File: config.mk
export PLATFORM = sky130hd
export DESIGN_NAME = image_pixel_streamer
export DESIGN_NICKNAME = d
export VERILOG_FILES = /design/src/rtl/image_pixel_streamer_pkg.sv /design/src/rtl/pix_skid_fifo.sv /design/src/rtl/image_pixel_streamer.sv
export SDC_FILE = /design/constraint.sdc
export NUM_CORES = 1
export LEC_CHECK = 0
export BUFFER_PORTS_ARGS = -buffer_cell sky130_fd_sc_hd__buf_2
export CAP_MARGIN = 20
export CORE_MARGIN = 2
export CORE_UTILIZATION = 50
export CTS_CLUSTER_SIZE = 40
export DETAILED_ROUTE_END_ITERATION = 7
export PLACE_DENSITY = 0.81
export SLEW_MARGIN = 10
export SYNTH_ARGS = -nofsm -noshare
export SYNTH_HDL_FRONTEND = slang
export SYNTH_SLANG_ARGS = --single-unit
File: constraint.sdc
create_clock -name clock -period 3.15 [get_ports clock]
set_clock_uncertainty 0.1 [all_clocks]
set_input_delay 0.1575 -clock clock [delete_from_list [all_inputs] [get_ports clock]]
set_output_delay 0.1575 -clock clock [all_outputs]
set_load 0.05 [all_outputs]
File: src/rtl/image_pixel_streamer_pkg.sv
// Shared defaults and FSM encoding for the image pixel streamer.
package image_pixel_streamer_pkg;

  localparam int DATA_W_DEF = 8;
  localparam int ADDR_W_DEF = 4;
  localparam int IMG_W_DEF  = 4;

  // Tag bits carried alongside each pixel in the output FIFO.
  localparam int TAG_W = 3;

  typedef enum logic [1:0] {
    ST_IDLE  = 2'd0,
    ST_READ  = 2'd1,
    ST_DRAIN = 2'd2
  } state_t;

endpackage

File: src/rtl/pix_skid_fifo.sv
// Two-entry FIFO holding tagged pixels between the image RAM and the stream port.
module pix_skid_fifo #(
  parameter int W = 11
) (
  input  logic         i_clk,
  input  logic         i_rst_n,
  input  logic         i_push,
  input  logic [W-1:0] i_din,
  input  logic         i_pop,
  output logic [W-1:0] o_dout,
  output logic         o_valid,
  output logic [1:0]   o_count
);

  logic [W-1:0] r_mem [2];
  logic         r_wptr;
  logic         r_rptr;
  logic [1:0]   r_count;
  logic         w_do_pop;
  logic         w_do_push;

  assign w_do_pop  = i_pop & (r_count != 2'd0);
  assign w_do_push = i_push & ((r_count != 2'd2) | w_do_pop);

  always_ff @(posedge i_clk or negedge i_rst_n) begin
    if (!i_rst_n) begin
      r_mem[0] <= '0;
      r_mem[1] <= '0;
      r_wptr   <= 1'b0;
      r_rptr   <= 1'b0;
      r_count  <= '0;
    end else begin
      if (w_do_push) begin
        r_mem[r_wptr] <= i_din;
        r_wptr        <= ~r_wptr;
      end
      if (w_do_pop) begin
        r_rptr <= ~r_rptr;
      end
      case ({w_do_push, w_do_pop})
        2'b10:   r_count <= r_count + 2'd1;
        2'b01:   r_count <= r_count - 2'd1;
        default: r_count <= r_count;
      endcase
    end
  end

  assign o_dout  = r_mem[r_rptr];
  assign o_valid = (r_count != 2'd0);
  assign o_count = r_count;

endmodule

File: src/rtl/image_pixel_streamer.sv
// Scans an image RAM in ascending address order and streams tagged pixels
// over a valid/ready port, using a 2-entry FIFO to absorb RAM read latency.
module image_pixel_streamer
  import image_pixel_streamer_pkg::*;
#(
  parameter int DATA_W = DATA_W_DEF,
  parameter int ADDR_W = ADDR_W_DEF,
  parameter int IMG_W  = IMG_W_DEF
) (
  input  logic              clock,
  input  logic              reset_n,
  input  logic              start,
  output logic              re,
  output logic [ADDR_W-1:0] rdaddress,
  input  logic [DATA_W-1:0] q,
  output logic [DATA_W-1:0] pix_data,
  output logic              pix_valid,
  input  logic              pix_ready,
  output logic              sof,
  output logic              eol,
  output logic              eof,
  output logic              busy,
  output logic              done
);

  localparam int FW = DATA_W + TAG_W;

  state_t              r_state;
  state_t              w_state_next;
  logic [ADDR_W-1:0]   r_addr;
  logic                r_inflight;
  logic [TAG_W-1:0]    r_inflight_tag;
  logic                r_done;

  logic                w_re;
  logic                w_pop;
  logic [1:0]          w_count;
  logic [2:0]          w_credit;
  logic                w_last_addr;
  logic [TAG_W-1:0]    w_tag;
  logic [FW-1:0]       w_fifo_din;
  logic [FW-1:0]       w_fifo_dout;
  logic                w_fifo_valid;
  logic                w_head_sof;
  logic                w_head_eol;
  logic                w_head_eof;

  assign w_pop       = w_fifo_valid & pix_ready;
  assign w_last_addr = (r_addr == '1);

  // A pop in this cycle frees a slot, so it is credited before deciding to
  // issue a read; this keeps one pixel per cycle without ever overflowing.
  assign w_credit = {1'b0, w_count} - {2'b00, w_pop} + {2'b00, r_inflight};
  assign w_re     = (r_state == ST_READ) && (w_credit < 3'd2);

  assign w_tag = {(r_addr == '0),
                  ((int'(r_addr) % IMG_W) == (IMG_W - 1)),
                  w_last_addr};

  assign {w_head_sof, w_head_eol, w_head_eof} = w_fifo_dout[FW-1:DATA_W];

  always_ff @(posedge clock or negedge reset_n) begin
    if (!reset_n) begin
      r_state <= ST_IDLE;
    end else begin
      r_state <= w_state_next;
    end
  end

  always_comb begin
    w_state_next = r_state;
    case (r_state)
      ST_IDLE:  if (start)                 w_state_next = ST_READ;
      ST_READ:  if (w_re && w_last_addr)   w_state_next = ST_DRAIN;
      ST_DRAIN: if (w_pop && w_head_eof)   w_state_next = ST_IDLE;
      default:                             w_state_next = ST_IDLE;
    endcase
  end

  always_comb begin
    re   = w_re;
    busy = (r_state != ST_IDLE);
  end

  always_ff @(posedge clock or negedge reset_n) begin
    if (!reset_n) begin
      r_addr         <= '0;
      r_inflight     <= 1'b0;
      r_inflight_tag <= '0;
      r_done         <= 1'b0;
    end else begin
      if (r_state == ST_IDLE && start) begin
        r_addr <= '0;
      end else if (w_re && !w_last_addr) begin
        r_addr <= r_addr + 1'b1;
      end
      r_inflight     <= w_re;
      r_inflight_tag <= w_tag;
      r_done         <= (r_state == ST_DRAIN) && w_pop && w_head_eof;
    end
  end

  assign w_fifo_din = {r_inflight_tag, q};

  pix_skid_fifo #(
    .W (FW)
  ) u_fifo (
    .i_clk   (clock),
    .i_rst_n (reset_n),
    .i_push  (r_inflight),
    .i_din   (w_fifo_din),
    .i_pop   (w_pop),
    .o_dout  (w_fifo_dout),
    .o_valid (w_fifo_valid),
    .o_count (w_count)
  );

  assign rdaddress = r_addr;
  assign pix_valid = w_fifo_valid;
  assign pix_data  = w_fifo_dout[DATA_W-1:0];
  assign sof       = w_fifo_valid & w_head_sof;
  assign eol       = w_fifo_valid & w_head_eol;
  assign eof       = w_fifo_valid & w_head_eof;
  assign done      = r_done;

endmodule

==> impl_metrics.env, run 1 <==
export IMPL_vias=1123
export IMPL_die_h_um=63.02
export IMPL_synth_seq_cells=37
export IMPL_worst_pin_slew_ns=0.7924
export IMPL_avgSynthCellArea_sq_um=13.50
export IMPL_cap_violations=0
export IMPL_cts_tree="done"
export IMPL_die_w_um=63.02
export IMPL_grt_pass1_vias=1170
export IMPL_synth_top_area_share=0.5316
export IMPL_dieArea_sq_mm=0.003972
export IMPL_synth_async_reset_ratio=1.000
export IMPL_drc=0
export IMPL_clk_pin_slew_ns=0.10
export IMPL_endpoint_kind="output port"
export IMPL_fin_total_pwr_w=0.001066
export IMPL_routed_wl_um=3138
export IMPL_drv_slew=0
export IMPL_cts_max_level=2
export IMPL_finalCritPeriodShare=0.9586
export IMPL_gp_congestion=0.7988
export IMPL_pwr_density_cell_mw_per_mm2=505.2
export IMPL_synth_top_cell_by_area="dfrtp_1"
export IMPL_synth_edf_count=0
export IMPL_whs_path_depth=3
export IMPL_vdd_ir_drop_worst_mv=0.4486
export IMPL_post_route_min_period_ns=3.020
export IMPL_synth_commonest_cells="dfrtp_1, mux2_2, mux2_4"
export IMPL_port_buffers=30
export IMPL_hold_ws_ns=0.1029
export IMPL_max_freq_mhz=331.2
export IMPL_post_route_util=0.6325
export IMPL_first_iter_violations=14
export IMPL_antenna_left=0
export IMPL_outcome="finished, final reports clean"
export IMPL_core_area_sq_mm=0.003337
export IMPL_critPathArrivalTime_ns=2.76
export IMPL_cp_required_ns=2.89
export IMPL_synth_ff_type="dfrtp_1"
export IMPL_rows=21
export IMPL_dpl_cell_area_sq_mm=0.001933
export IMPL_reg2reg_depth=10
export IMPL_netlist_instances=129
export IMPL_yosysMostFrequentCell="dfrtp_1"
export IMPL_netlist_area_sq_mm=0.001742
export IMPL_relSlewSlack=0.4711
export IMPL_leakagePower_nw=1.105
export IMPL_clock_path_buffers=2
export IMPL_critPathKind="flip-flop to output port"
export IMPL_synth_nets=146
export IMPL_pin_count=31
export IMPL_dp_hpwl_um=2194
export IMPL_grt_use_total=0.1842
export IMPL_cts_made_buffers=5
export IMPL_stdcell_area_sq_mm=0.002111
export IMPL_cts_sinks=37
export IMPL_setup_viol=0
export IMPL_hold_class="input port to flip-flop"
export IMPL_drive_above_1_share=0.4400
export IMPL_area_growth_pct=21.19
export IMPL_start_kind="flip-flop"
export IMPL_antenna_found_initial=0
export IMPL_viasPerCell=5.081
export IMPL_synth_warnings=0
export IMPL_overflow=0
export IMPL_wire_per_inst_um=14.20
export IMPL_grt_max_degree=38
export IMPL_grt_pass1_wl_um=5589
export IMPL_antenna_cells=0
export IMPL_hold_viol=0
export IMPL_cp_max_fo=7
export IMPL_root_buffer="clkbuf_4"
export IMPL_synth_area_top_cells="dfrtp_1, mux2_2, mux2_4"
export IMPL_yosysUniqueCellTypes=30
export IMPL_finalNetCount=191
export IMPL_firstDrtPassIters=4
export IMPL_seq_area_frac_synth=0.5316
export IMPL_clk_latency_ns=0.34
export IMPL_start_util=0.5219
-- logic make-up after synthesis --
logic type,share of synthesized area
AO/OA/AOI/OAI,0.04024
XOR/XNOR,0.03017
adder cells (fa/ha/maj),0.04023
buffers and inverters,0.03950
flip-flops,0.5316
multiplexers,0.2443
AND/OR/NAND/NOR,0.07400
-- state kept, by name, summed over array words and instances, names as in the netlist --
name / count
u_fifo.r_wptr: 1
r_inflight: 1
r_inflight_tag: 3
rdaddress: 4
u_fifo.r_mem: 22
u_fifo.o_count: 2
u_fifo.r_rptr: 1
done: 1
r_state: 2
-- per-stage QoR --
| stage | setup WS [ns] | instances | TNS [ns] |
|---|---|---|---|
| final | 0.1303 | 221 | 0 |
| after global routing | -0.006196 | 221 | -0.006196 |
| after CTS | 0.003048 | 221 | 0 |
| after detailed placement | 0.3932 | 203 | 0 |
| after global placement | 0.5441 | 203 | 0 |
| after floorplan | 0.4075 | 129 | 0 |
-- repair_timing --
item	in CTS	in global routing
setup endpoints to repair	0	1
hold buffers	10	0
gates resized for setup	0	4
setup buffers	0	0
hold endpoints to repair	55	0
-- layer usage --
metal | vias up | GRT usage | routed length, um
li1 | 536 | - | -
met1 | 550 | 0.2226 | 1337
met2 | 31 | 0.3032 | 1593
met3 | 6 | 0.06486 | 165
met4 | 0 | 0.06667 | 42
met5 | - | 0 | 0
-- report_power, final --
group	switching, W	internal (W)	total (W)
clock	0.000154	0.000109	0.000263
sequential	0.0000684	0.000498	0.000566
combinational	0.000120	0.000117	0.000237
-- cell usage in the layout, fill, tap and decap left out, types with 2 or more instances in the layout --
cell | synthesis | routed
nand3_1 | 2 | 2
dfrtp_2 | 0 | 2
mux2_2 | 20 | 20
dlygate4sd3_1 | 0 | 10
nand2b_1 | 2 | 2
xnor2_1 | 6 | 5
clkbuf_4 | 0 | 6
buf_4 | 2 | 2
inv_1 | 9 | 9
mux2i_1 | 5 | 5
ha_1 | 4 | 4
nor2_1 | 7 | 7
mux2_4 | 10 | 10
buf_2 | 1 | 29
dfrtp_1 | 37 | 35
o21ai_0 | 2 | 2
nand2_1 | 6 | 6
-- worst max-delay path, cell delays in order, from the launching register on --
cell and delay [ns]:
dfrtp_2 0.48, o21ai_0 0.21, buf_4 0.17, inv_1 0.04, ha_1 0.25, nand2b_1 0.15
fa_1 0.41, xnor2_2 0.20, nand3_1 0.17, inv_1 0.11, clkbuf_4 0.23
-- cell type report --
class	instances	area [sq um]
well taps	46	57.56
flip-flops and latches	37	928.4
clock inverters	2	13.76
clock buffers	6	51.30
repair buffers	42	267.8
multi-input cells	78	754.5
fillers	271	1226
inverters	10	37.54
-- worst paths after layout --
check	startpoint	to	slack, ns
max in group asynchronous	reset_n	u_fifo.o_count[1]	2.06
min in group asynchronous	reset_n	u_fifo.r_mem[11]	0.33
hold reg to reg	u_fifo.r_mem[7]	u_fifo.r_mem[7]	0.41
hold / removal	pix_ready	u_fifo.r_wptr	0.10
setup / recovery	u_fifo.o_count[0]	re	0.13
setup reg to reg	u_fifo.o_count[0]	rdaddress[3]	0.47
Power figures use the tool's default switching activity.
==> run 2: changes to the inputs <==
REMOVE_ABC_BUFFERS = 1   (was unset)
==> impl_metrics.env, run 2 (synthesis results as in run 1) <==
export IMPL_critPathArrivalTime_ns=2.67
export IMPL_grt_use_total=0.1778
export IMPL_viasPerCell=5.127
export IMPL_area_growth_pct=21.12
export IMPL_overflow=0
export IMPL_final_cell_mix="dfrtp_1, buf_2, mux2_2, mux2_4, dlygate4sd3_1"
export IMPL_wire_per_inst_um=13.95
export IMPL_cts_tree="done"
export IMPL_r2r_start="u_fifo.o_count[0]"
export IMPL_cp_max_fo=7
export IMPL_whs_path_depth=3
export IMPL_drc=0
export IMPL_cap_violations=0
export IMPL_hold_viol=0
export IMPL_clk_pin_slew_ns=0.11
export IMPL_firstDrtPassIters=4
export IMPL_highest_layer="met4"
export IMPL_relSlewSlack=0.3348
export IMPL_finalNetCount=190
export IMPL_reg2reg_depth=9
export IMPL_core_area_sq_mm=0.003337
export IMPL_post_cts_setup_buffer_count=0
export IMPL_outcome="finished, final reports clean"
export IMPL_hold_end="u_fifo.r_wptr"
export IMPL_port_buffers=30
export IMPL_r2r_end="rdaddress[3]"
export IMPL_cts_max_level=2
export IMPL_finalCritPeriodShare=0.9280
export IMPL_regMostFlops="u_fifo.r_mem"
export IMPL_wl_met2_um=1570
export IMPL_pin_count=31
export IMPL_drv_slew=0
export IMPL_vdd_ir_drop_worst_mv=0.2306
export IMPL_dieArea_sq_mm=0.003972
export IMPL_endpoint_kind="output port"
export IMPL_rows=21
export IMPL_rsz0062_at_grt="no"
export IMPL_clk_latency_ns=0.35
export IMPL_grt_max_degree=38
export IMPL_pwr_density_cell_mw_per_mm2=529.0
export IMPL_leakagePower_nw=1.101
export IMPL_fillCellCount=269
export IMPL_grt_pass1_vias=1171
export IMPL_cts_sinks=37
export IMPL_gp_congestion=0.7305
export IMPL_vias=1128
export IMPL_tns_ns=0
export IMPL_cp_required_ns=2.89
export IMPL_met1Wirelength_um=1298
export IMPL_start_kind="flip-flop"
export IMPL_die_h_um=63.02
export IMPL_die_w_um=63.02
export IMPL_routed_wl_um=3069
export IMPL_largest_reg_flops=22
export IMPL_antenna_left=0
export IMPL_post_route_min_period_ns=2.923
export IMPL_dp_hpwl_um=2073
export IMPL_grt_pass1_wl_um=5368
export IMPL_worst_pin_slew_ns=0.9962
export IMPL_cts_made_buffers=5
export IMPL_met3WireLength_um=155
export IMPL_hold_path_startpoint="pix_ready"
export IMPL_timing_reg2reg_setup_slack_ns=0.59
export IMPL_hold_ws_ns=0.08683
export IMPL_antenna_cells=0
export IMPL_clock_path_buffers=2
export IMPL_first_iter_violations=16
export IMPL_final_common_cell="dfrtp_1"
export IMPL_setup_viol=0
export IMPL_drive_above_1_share=0.4195
export IMPL_max_freq_mhz=342.1
export IMPL_hold_class="input port to flip-flop"
export IMPL_antenna_found_initial=0
export IMPL_critPathKind="flip-flop to output port"
export IMPL_root_buffer="clkbuf_4"
export IMPL_start_util=0.5219
[run 2: worst max path at each step]
stage	endpoint	depth (start not counted)	slack, ns	startpoint
final	re	9	0.23	u_fifo.o_count[0]
after global routing	re	9	0.01	u_fifo.o_count[0]
after CTS	re	9	0.14	u_fifo.o_count[0]
after detailed placement	re	9	0.53	u_fifo.o_count[0]
after global placement	re	9	0.61	u_fifo.o_count[0]
after floorplan	rdaddress[3]	9	0.42	u_fifo.o_count[0]
[run 2: area by class of cell]
type / instances / area, sq um / share of cell area
Clock buffer: 5 / 37.54 / 0.01779
Multi-Input combinational cell: 78 / 747.0 / 0.3541
Clock inverter: 3 / 46.29 / 0.02195
Inverter: 10 / 37.54 / 0.01779
Tap cell: 46 / 57.56 / 0.02728
Timing Repair Buffer: 41 / 257.7 / 0.1222
Sequential cell: 37 / 925.9 / 0.4389
[run 2: metal layers]
metal  vias to the layer above  GRT usage
met3                         6    0.05766
met1                       562     0.2100
met5                         -          0
met4                         0    0.05833
met2                        28     0.3045
li1                        532          -
[run 2: per-stage QoR]
stage	std cells	cell area (sq um)	power, W	util	setup slack, ns
final	220	2110	0.001116	0.6322	0.2268
after global routing	220	2110	0.001186	0.6322	0.01177
after CTS	220	2110	0.001130	0.6322	0.1388
after detailed placement	202	1926	0.0007822	0.5771	0.5320
after global placement	202	1926	0.0007741	0.5771	0.6096
after floorplan	125	1710	0.0007151	-	0.4204
[run 2: timing repair]
action,in CTS,in global routing
resized for setup,0,1
endpoints found under the hold margin,54,0
endpoints found under the setup margin,0,1
hold buffers,10,0
[run 2: power by group]
group / total (W) / switching [W] / internal, W
clock network: 0.000331 / 0.000163 / 0.000168
registers: 0.000560 / 0.0000648 / 0.000495
logic: 0.000225 / 0.000117 / 0.000108
total: 0.00112 / 0.000345 / 0.000771
[run 2: worst max-delay path, cell delays in order, from the launching register on]
cell and delay (ns):
dfrtp_1 0.50, o21ai_1 0.21, inv_1 0.06, ha_1 0.26, nand2b_1 0.15, fa_1 0.38, xnor2_1 0.22, nand3_1 0.17
inv_1 0.10, buf_2 0.26
==> run 3: changes to the inputs <==
SETUP_SLACK_MARGIN = 0.4   (was unset)
==> impl_metrics.env, run 3 (synthesis results as in run 1) <==
export IMPL_outcome="finished, final reports clean"
export IMPL_dp_cells=202
export IMPL_leakagePower_nw=1.126
export IMPL_rsz0062_at_grt="no"
export IMPL_grt_max_degree=38
export IMPL_relSlewSlack=0.3331
export IMPL_r2r_start="u_fifo.o_count[0]"
export IMPL_antenna_cells=0
export IMPL_cp_startpoint="u_fifo.o_count[0]"
export IMPL_finalCritPeriodShare=0.8152
export IMPL_grt_use_total=0.1817
export IMPL_core_area_sq_mm=0.003337
export IMPL_dieArea_sq_mm=0.003972
export IMPL_port_buffers=30
export IMPL_clock_path_buffers=2
export IMPL_max_freq_mhz=389.4
export IMPL_root_buffer="clkbuf_4"
export IMPL_critPathKind="flip-flop to output port"
export IMPL_area_growth_pct=24.86
export IMPL_cap_violations=0
export IMPL_fillCellCount=260
export IMPL_rows=21
export IMPL_cp_max_fo=4
export IMPL_pwr_density_cell_mw_per_mm2=552.0
export IMPL_vdd_ir_drop_worst_mv=0.3237
export IMPL_overflow=0
export IMPL_hold_viol=0
export IMPL_post_route_min_period_ns=2.568
export IMPL_post_route_util=0.6517
export IMPL_viasPerCell=5.040
export IMPL_die_w_um=63.02
export IMPL_critPathArrivalTime_ns=2.31
export IMPL_cts_max_level=2
export IMPL_multi_input_area_sq_um=765.7
export IMPL_start_kind="flip-flop"
export IMPL_largest_reg_flops=22
export IMPL_hold_ws_ns=0.09619
export IMPL_tns_ns=0
export IMPL_final_cell_mix="dfrtp_1, buf_2, mux2_2, mux2_4, dlygate4sd3_1"
export IMPL_vias=1134
export IMPL_endpoint_kind="output port"
export IMPL_first_iter_violations=21
export IMPL_hold_class="input port to flip-flop"
export IMPL_timing_reg2reg_setup_slack_ns=0.68
export IMPL_pin_count=31
export IMPL_drc=0
export IMPL_wire_per_inst_um=13.96
export IMPL_cts_made_buffers=5
export IMPL_clk_pin_slew_ns=0.11
export IMPL_cts_sinks=37
export IMPL_setup_viol=0
export IMPL_dp_hpwl_um=2073
export IMPL_seqCellArea_sq_um=928.4
export IMPL_grt_pass1_vias=1196
export IMPL_gp_congestion=0.7305
export IMPL_antenna_left=0
export IMPL_grt_pass1_wl_um=5478
export IMPL_drive_above_1_share=0.4749
export IMPL_start_util=0.5219
export IMPL_worst_pin_slew_ns=0.9988
export IMPL_antenna_found_initial=0
export IMPL_clk_latency_ns=0.35
export IMPL_drv_slew=0
export IMPL_firstDrtPassIters=4
export IMPL_finalNetCount=195
export IMPL_hold_path_startpoint="pix_ready"
export IMPL_regMostFlops="u_fifo.r_mem"
export IMPL_final_common_cell="dfrtp_1"
export IMPL_routed_wl_um=3142
export IMPL_cts_tree="done"
export IMPL_die_h_um=63.02
export IMPL_cp_required_ns=2.89
export IMPL_stdcell_count=225
[run 3: power by group]
part,switching (W),total (W),internal [W],leakage [nW]
Combinational,0.000164,0.000327,0.000164,0.587
Sequential,0.0000443,0.000542,0.000498,0.498
Clock,0.000163,0.000331,0.000168,0.0414
[run 3: repair_timing]
action	CTS	global route
endpoints found under the setup margin	1	1
pin swaps	0	2
endpoints found under the hold margin	54	0
hold buffers	10	0
resized for setup	5	5
buffers inserted	3	2
[run 3: critical path, cell delays in order, from the launching register on]
cell and delay (ns):
dfrtp_2 0.43, o21ai_2 0.15, inv_1 0.05, ha_1 0.25, nand2b_1 0.15, fa_2 0.36, xnor2_2 0.21, nand3_2 0.13
inv_2 0.08, buf_6 0.15
[run 3: final timing paths]
| kind | end | cells past startpoint |
|---|---|---|
| max reg2reg | rdaddress[3] | 10 |
| min reg2reg | u_fifo.r_mem[20] | 1 |
| max in group asynchronous | u_fifo.o_count[1] | 2 |
| min | u_fifo.r_wptr | 3 |
| max | re | 9 |
| min in group asynchronous | u_fifo.r_mem[0] | 2 |
[run 3: cell type report]
type,count,share of cell area
Clock inverter,3,0.02129
Inverter,10,0.01726
Clock buffer,5,0.01726
Multi-Input combinational cell,78,0.3521
Timing Repair Buffer,46,0.1387
Sequential cell,37,0.4269
Tap cell,46,0.02647
[run 3: layer usage]
layer | track usage | up-vias | part of all wire
met3 | 0.05766 | 6 | 0.053
met1 | 0.2126 | 561 | 0.42
met4 | 0.05833 | 0 | 0.015
met5 | 0 | - | 0
li1 | - | 539 | -
met2 | 0.3152 | 28 | 0.51
[run 3: stage by stage]
step | power [W] | instance area, sq um | setup slack, ns
2_1_floorplan | 0.0007151 | 1710 | 0.4204
3_3_place_gp | 0.0007741 | 1926 | 0.6096
3_5_place_dp | 0.0007822 | 1926 | 0.5320
4_1_cts | 0.001179 | 2145 | 0.4201
5_1_grt | 0.001275 | 2175 | 0.4370
6_report | 0.001200 | 2175 | 0.5820
